$ cat src/rtl/color_to_grayscale_stream.sv
// Streaming RGB-to-grayscale converter: LANES pixels per beat, four conversion modes,
// two-stage valid/ready pipeline with full backpressure and per-line beat counting.
module color_to_grayscale_stream #(
    parameter int unsigned PIX_W = 8,
    parameter int unsigned LANES = 1
) (
    input  logic                         clk,
    input  logic                         rst_n,
    input  logic [1:0]                   mode,
    input  logic                         s_valid,
    output logic                         s_ready,
    input  logic                         s_last,
    input  logic [LANES*PIX_W-1:0]       R_in,
    input  logic [LANES*PIX_W-1:0]       G_in,
    input  logic [LANES*PIX_W-1:0]       B_in,
    output logic                         m_valid,
    input  logic                         m_ready,
    output logic                         m_last,
    output logic [LANES*(PIX_W+2)-1:0]   grayscale_out,
    output logic [15:0]                  beat_cnt
);

    localparam int unsigned OUT_W  = PIX_W + 2;
    localparam int unsigned SUM_W  = PIX_W + 2;
    localparam int unsigned PROD_W = PIX_W + 8;
    localparam int unsigned ACC_W  = PIX_W + 9;
    localparam int unsigned CNT_W  = 16;

    // Per-lane unpacked views of the input and output buses
    logic [PIX_W-1:0] r_l [LANES];
    logic [PIX_W-1:0] g_l [LANES];
    logic [PIX_W-1:0] b_l [LANES];

    // Stage 1 registers
    logic              v1_q, v1_d;
    logic [1:0]        mode1_q, mode1_d;
    logic              last1_q, last1_d;
    logic [SUM_W-1:0]  sum1_q [LANES];
    logic [SUM_W-1:0]  sum1_d [LANES];
    logic [PROD_W-1:0] pr1_q  [LANES];
    logic [PROD_W-1:0] pr1_d  [LANES];
    logic [PROD_W-1:0] pg1_q  [LANES];
    logic [PROD_W-1:0] pg1_d  [LANES];
    logic [PROD_W-1:0] pb1_q  [LANES];
    logic [PROD_W-1:0] pb1_d  [LANES];
    logic [PIX_W-1:0]  max1_q [LANES];
    logic [PIX_W-1:0]  max1_d [LANES];

    // Stage 2 registers
    logic              v2_q, v2_d;
    logic              last2_q, last2_d;
    logic [OUT_W-1:0]  gray2_q [LANES];
    logic [OUT_W-1:0]  gray2_d [LANES];
    logic [CNT_W-1:0]  cnt_q, cnt_d;

    logic en1, en2, in_xfer, out_xfer;

    for (genvar k = 0; k < int'(LANES); k++) begin : g_lane
        assign r_l[k] = R_in[k*PIX_W +: PIX_W];
        assign g_l[k] = G_in[k*PIX_W +: PIX_W];
        assign b_l[k] = B_in[k*PIX_W +: PIX_W];
        assign grayscale_out[k*OUT_W +: OUT_W] = gray2_q[k];
    end

    // Final per-lane selection; mode 2 rounds half-up before dropping 8 fraction bits
    function automatic logic [OUT_W-1:0] select_gray(
        input logic [1:0]        md,
        input logic [SUM_W-1:0]  sum,
        input logic [PROD_W-1:0] pr,
        input logic [PROD_W-1:0] pg,
        input logic [PROD_W-1:0] pb,
        input logic [PIX_W-1:0]  mx
    );
        logic [ACC_W-1:0] acc;
        logic [OUT_W-1:0] res;
        acc = ACC_W'(pr) + ACC_W'(pg) + ACC_W'(pb) + ACC_W'(128);
        case (md)
            2'd0:    res = OUT_W'(sum);
            2'd1:    res = OUT_W'(sum >> 2);
            2'd2:    res = OUT_W'(acc >> 8);
            default: res = OUT_W'(mx);
        endcase
        return res;
    endfunction

    // Handshake: a stage advances when it is empty or its consumer advances
    always_comb begin
        en2      = !v2_q || m_ready;
        en1      = !v1_q || en2;
        in_xfer  = s_valid && en1;
        out_xfer = v2_q && m_ready;
    end

    // Stage 1: partial sums, weighted products and channel maximum
    always_comb begin
        v1_d    = v1_q;
        mode1_d = mode1_q;
        last1_d = last1_q;
        sum1_d  = sum1_q;
        pr1_d   = pr1_q;
        pg1_d   = pg1_q;
        pb1_d   = pb1_q;
        max1_d  = max1_q;
        if (en1) begin
            v1_d = s_valid;
        end
        if (in_xfer) begin
            mode1_d = mode;
            last1_d = s_last;
            for (int unsigned k = 0; k < LANES; k++) begin
                sum1_d[k] = SUM_W'(r_l[k]) + (SUM_W'(g_l[k]) << 1) + SUM_W'(b_l[k]);
                pr1_d[k]  = PROD_W'(77)  * PROD_W'(r_l[k]);
                pg1_d[k]  = PROD_W'(150) * PROD_W'(g_l[k]);
                pb1_d[k]  = PROD_W'(29)  * PROD_W'(b_l[k]);
                max1_d[k] = (r_l[k] >= g_l[k]) ? ((r_l[k] >= b_l[k]) ? r_l[k] : b_l[k])
                                               : ((g_l[k] >= b_l[k]) ? g_l[k] : b_l[k]);
            end
        end
    end

    // Stage 2: mode selection travels with the beat, so mid-stream mode changes are per beat
    always_comb begin
        v2_d    = v2_q;
        last2_d = last2_q;
        gray2_d = gray2_q;
        cnt_d   = cnt_q;
        if (en2) begin
            v2_d = v1_q;
        end
        if (en2 && v1_q) begin
            last2_d = last1_q;
            for (int unsigned k = 0; k < LANES; k++) begin
                gray2_d[k] = select_gray(mode1_q, sum1_q[k], pr1_q[k], pg1_q[k],
                                         pb1_q[k], max1_q[k]);
            end
        end
        if (out_xfer) begin
            cnt_d = last2_q ? '0 : cnt_q + CNT_W'(1);
        end
    end

    always_ff @(posedge clk) begin
        if (!rst_n) begin
            v1_q    <= 1'b0;
            mode1_q <= '0;
            last1_q <= 1'b0;
            v2_q    <= 1'b0;
            last2_q <= 1'b0;
            cnt_q   <= '0;
            for (int unsigned k = 0; k < LANES; k++) begin
                sum1_q[k]  <= '0;
                pr1_q[k]   <= '0;
                pg1_q[k]   <= '0;
                pb1_q[k]   <= '0;
                max1_q[k]  <= '0;
                gray2_q[k] <= '0;
            end
        end else begin
            v1_q    <= v1_d;
            mode1_q <= mode1_d;
            last1_q <= last1_d;
            v2_q    <= v2_d;
            last2_q <= last2_d;
            cnt_q   <= cnt_d;
            sum1_q  <= sum1_d;
            pr1_q   <= pr1_d;
            pg1_q   <= pg1_d;
            pb1_q   <= pb1_d;
            max1_q  <= max1_d;
            gray2_q <= gray2_d;
        end
    end

    assign s_ready  = en1;
    assign m_valid  = v2_q;
    assign m_last   = last2_q;
    assign beat_cnt = cnt_q;

endmodule

$ cat config.mk
export PLATFORM = sky130hd
export DESIGN_NAME = color_to_grayscale_stream
export DESIGN_NICKNAME = d
export VERILOG_FILES = /design/src/rtl/color_to_grayscale_stream.sv
export SDC_FILE = /design/constraint.sdc
export NUM_CORES = 1
export LEC_CHECK = 0
export ABC_CLOCK_PERIOD_IN_PS = 10710
export BUFFER_PORTS_ARGS = -buffer_cell sky130_fd_sc_hd__buf_2
export CORE_MARGIN = 8
export CORE_UTILIZATION = 30
export CTS_CLUSTER_SIZE = 30
export DETAILED_ROUTE_END_ITERATION = 6
export GPL_TIMING_DRIVEN = 0
export PLACE_DENSITY = 0.51
export SYNTH_ARGS = -nofsm -noshare
export SYNTH_HDL_FRONTEND = slang
export SYNTH_SLANG_ARGS = --single-unit
$ cat constraint.sdc
create_clock -name clk -period 10.71 [get_ports clk]
set_clock_uncertainty 0.05 [all_clocks]
set_input_delay 2.142 -clock clk [delete_from_list [all_inputs] [get_ports clk]]
set_output_delay 2.142 -clock clk [all_outputs]
set_load 0.01 [all_outputs]
==> run metrics <==
synthesized flop and latch total 93; gpl congestion 0.827; Tcrit/Tclk final between 40% and 50%; Relative slew margins 45.5%; fin util 34.3%; initial antenna violation count 1; 1st-pass router iterations 5; vias in the first global route roughly 7.1k; Post-Layout Cell Count 1492; Crit Path Max Fanout 8; max-cap viol count 0; post-cts sizing count 0; die footprint roughly 35000 um2; Vias/cell 4.91; Fill cells 3041; vias approximately 7.3k; largest net degree at the start of global routing 16; CP Capture Type register; Worst Hold Class reg2reg; chip width 187 um; endpoints failing hold 0; post-CTS setup buffers 0; Mean Syn Cell Area 8.49 um2; post-route ant nets 0; Fmax 0.187 GHz; drt wl/cell ~18 um; nets about 1.3k; syn_nets 1271; EDFF count, synth 0; most common cell after layout, fill and taps aside ha_1; # rows between 60 and 70; cts hold-fix bufs 0; number of antenna diodes 0; post-synth cell types 64; Area after DPL 9540 um2; gr usage total 14.9%; first-pass GRT wire length about 40000 um; Critical Path RT 10900 ps; hold path cells 2; Post-Syn Area 8770 um2; 1st-iter DRT viols ~500; R2R cell count 11; RSZ-0062 raised after global routing no; drt drc 0; Core Region between 20000 and 30000 um2; Worst Tran Pin Value between 800 and 900 ps; status finished clean; leak pwr around 4.7 nW; Port Buffers just under 60; Starting Density 30.5%; final setup fails 0; CTS tree yes; Root Buffer clkbuf_16; clock period minus worst slack 5340 ps; maximum vdd drop just under 80 uV; placed cell count 1476; multi-input logic area 6180 um2; cts bufs inserted 9; Main synth FF type dfxtp_1; most frequent cells in the layout 161 x ha_1, 151 x inv_1, 96 x nand2_1; total clock sinks 93; setup TNS 0 ps; die height between 150 and 200 um; gr ovfl total 0; critical path arrival roughly 5500 ps; yosys warns 0; H-tree Lvls 3; Clock transition at path regs 70 ps; register area share after synthesis 21.2%; Synth Instances approximately 1.0k; worst-skew pair later-pin latency 350 ps; DP HPWL 21000 um; Post-synth ARST share 0%; max-slew violation count 0; Layout Cell Area excl Fill 9880 um2; Critical Setup Path Class in2reg; CTS Buffer Depth 2; FF/Latch Area 1860 um2; P&R area growth vs syn 12.7%; Pwr Density 155 nW/um2; ratio of cells with drive above 1 in the final layout 8.57%; Total Wirelength 26100 um; Worst Setup Start Kind primary input; IO Pins 60
Yosys cell counts, types with 3 or more instances:
library cell	instances	area, um2
fa_1	46	921
xnor2_1	21	184
a21o_1	15	113
nor3b_1	3	22.5
or3_1	14	87.6
o21ai_1	6	30.0
o21a_1	6	45.0
or2_2	4	25.0
o21bai_1	4	30.0
nand4_1	11	68.8
and4_1	5	43.8
and2_1	5	31.3
nand2b_1	6	37.5
o221ai_1	12	105
o211ai_1	3	22.5
dfxtp_1	93	1860
a31oi_1	21	131
or4_1	3	22.5
nor3_1	18	90.1
a311o_1	4	40.0
nor2b_1	13	81.3
o31ai_1	5	37.5
buf_2	7	35.0
a211oi_1	26	195
nand2_1	96	360
xor2_1	16	140
o21ai_0	35	175
a2111oi_0	3	26.3
buf_1	6	22.5
nand3_1	25	125
a21oi_1	58	290
ha_1	161	2010
and3_1	4	25.0
nor2_1	58	218
mux2i_1	9	90.1
inv_1	151	567
clkbuf_1	24	90.1
critical path, stage by stage:
cell and delay [ps]:
buf_2 250, ha_1 290, ha_1 280, inv_1 50
fa_1 500, fa_1 520, inv_1 40, ha_1 220
nor3_1 300, o21ai_0 200, a41oi_1 300, mux2i_1 120
a311o_1 320
path summary, 6_finish.rpt:
kind                            slack, ps                           from                             to
worst min register to register        400  grayscale_out[9]$_SDFFE_PN0P_  grayscale_out[9]$_SDFFE_PN0P_
worst max register to register       7440          pg1_q[4]$_SDFFE_PN0P_  grayscale_out[8]$_SDFFE_PN0P_
worst min-delay path                  400  grayscale_out[9]$_SDFFE_PN0P_  grayscale_out[9]$_SDFFE_PN0P_
worst max-delay path                 5370                        R_in[5]         pr1_q[13]$_SDFFE_PN0P_
flip-flops by register name (all words and copies together), names as in the netlist:
signal	flops
pr1_q	15
sum1_q	10
v1_q	1
max1_q	8
mode1_q	2
grayscale_out	10
pg1_q	15
last1_q	1
m_last	1
pb1_q	13
beat_cnt	16
m_valid	1
report_power, final:
group	switching (mW)	internal (mW)	leakage [nW]	total, mW
clock network	0.145	0.218	0.154	0.362
registers	0.0296	0.388	0.764	0.418
logic	0.449	0.306	3.78	0.755
layer usage:
metal / up-vias / GRT usage [%] / part of all wire, %
met4: 0 / 3.30 / 1.5
met3: 25 / 2.20 / 4.8
li1: 3734 / - / -
met1: 3377 / 20.9 / 51
met2: 183 / 23.7 / 43
met5: - / 0 / 0
cell type report:
class	instances	share of cell area, %
multi-input combinational	751	62.6
clock buffer	11	2.56
clock inverter	5	0.836
sequential	93	18.8
timing repair buffer	59	2.99
buffer	38	1.61
inverter	151	5.74
tap	384	4.86
through the flow:
| stage | power, mW | hold WS [ps] | worst slack [ps] |
|---|---|---|---|
| finish | 1.54 | 396 | 5370 |
| global route | 1.67 | 425 | 5170 |
| CTS | 1.55 | 401 | 5360 |
| detailed placement | 1.18 | 393 | 4990 |
| global placement | 1.17 | 390 | 5000 |
| floorplan | 0.964 | 382 | 5530 |
logic make-up (layout without fill, tap and decap cells):
family,after synthesis,after routing,share of synthesized area [%]
adders and majority gates,207,207,33.5
and+or+nand+nor,271,271,14.7
buffers and inverters,189,264,8.28
AOI/OAI and AO/OA,225,225,17.4
xor gates and xnor gates,37,37,3.70
DFF,93,93,21.2
muxes,11,11,1.28
Note: power is estimated with default switching activity, not from simulation.
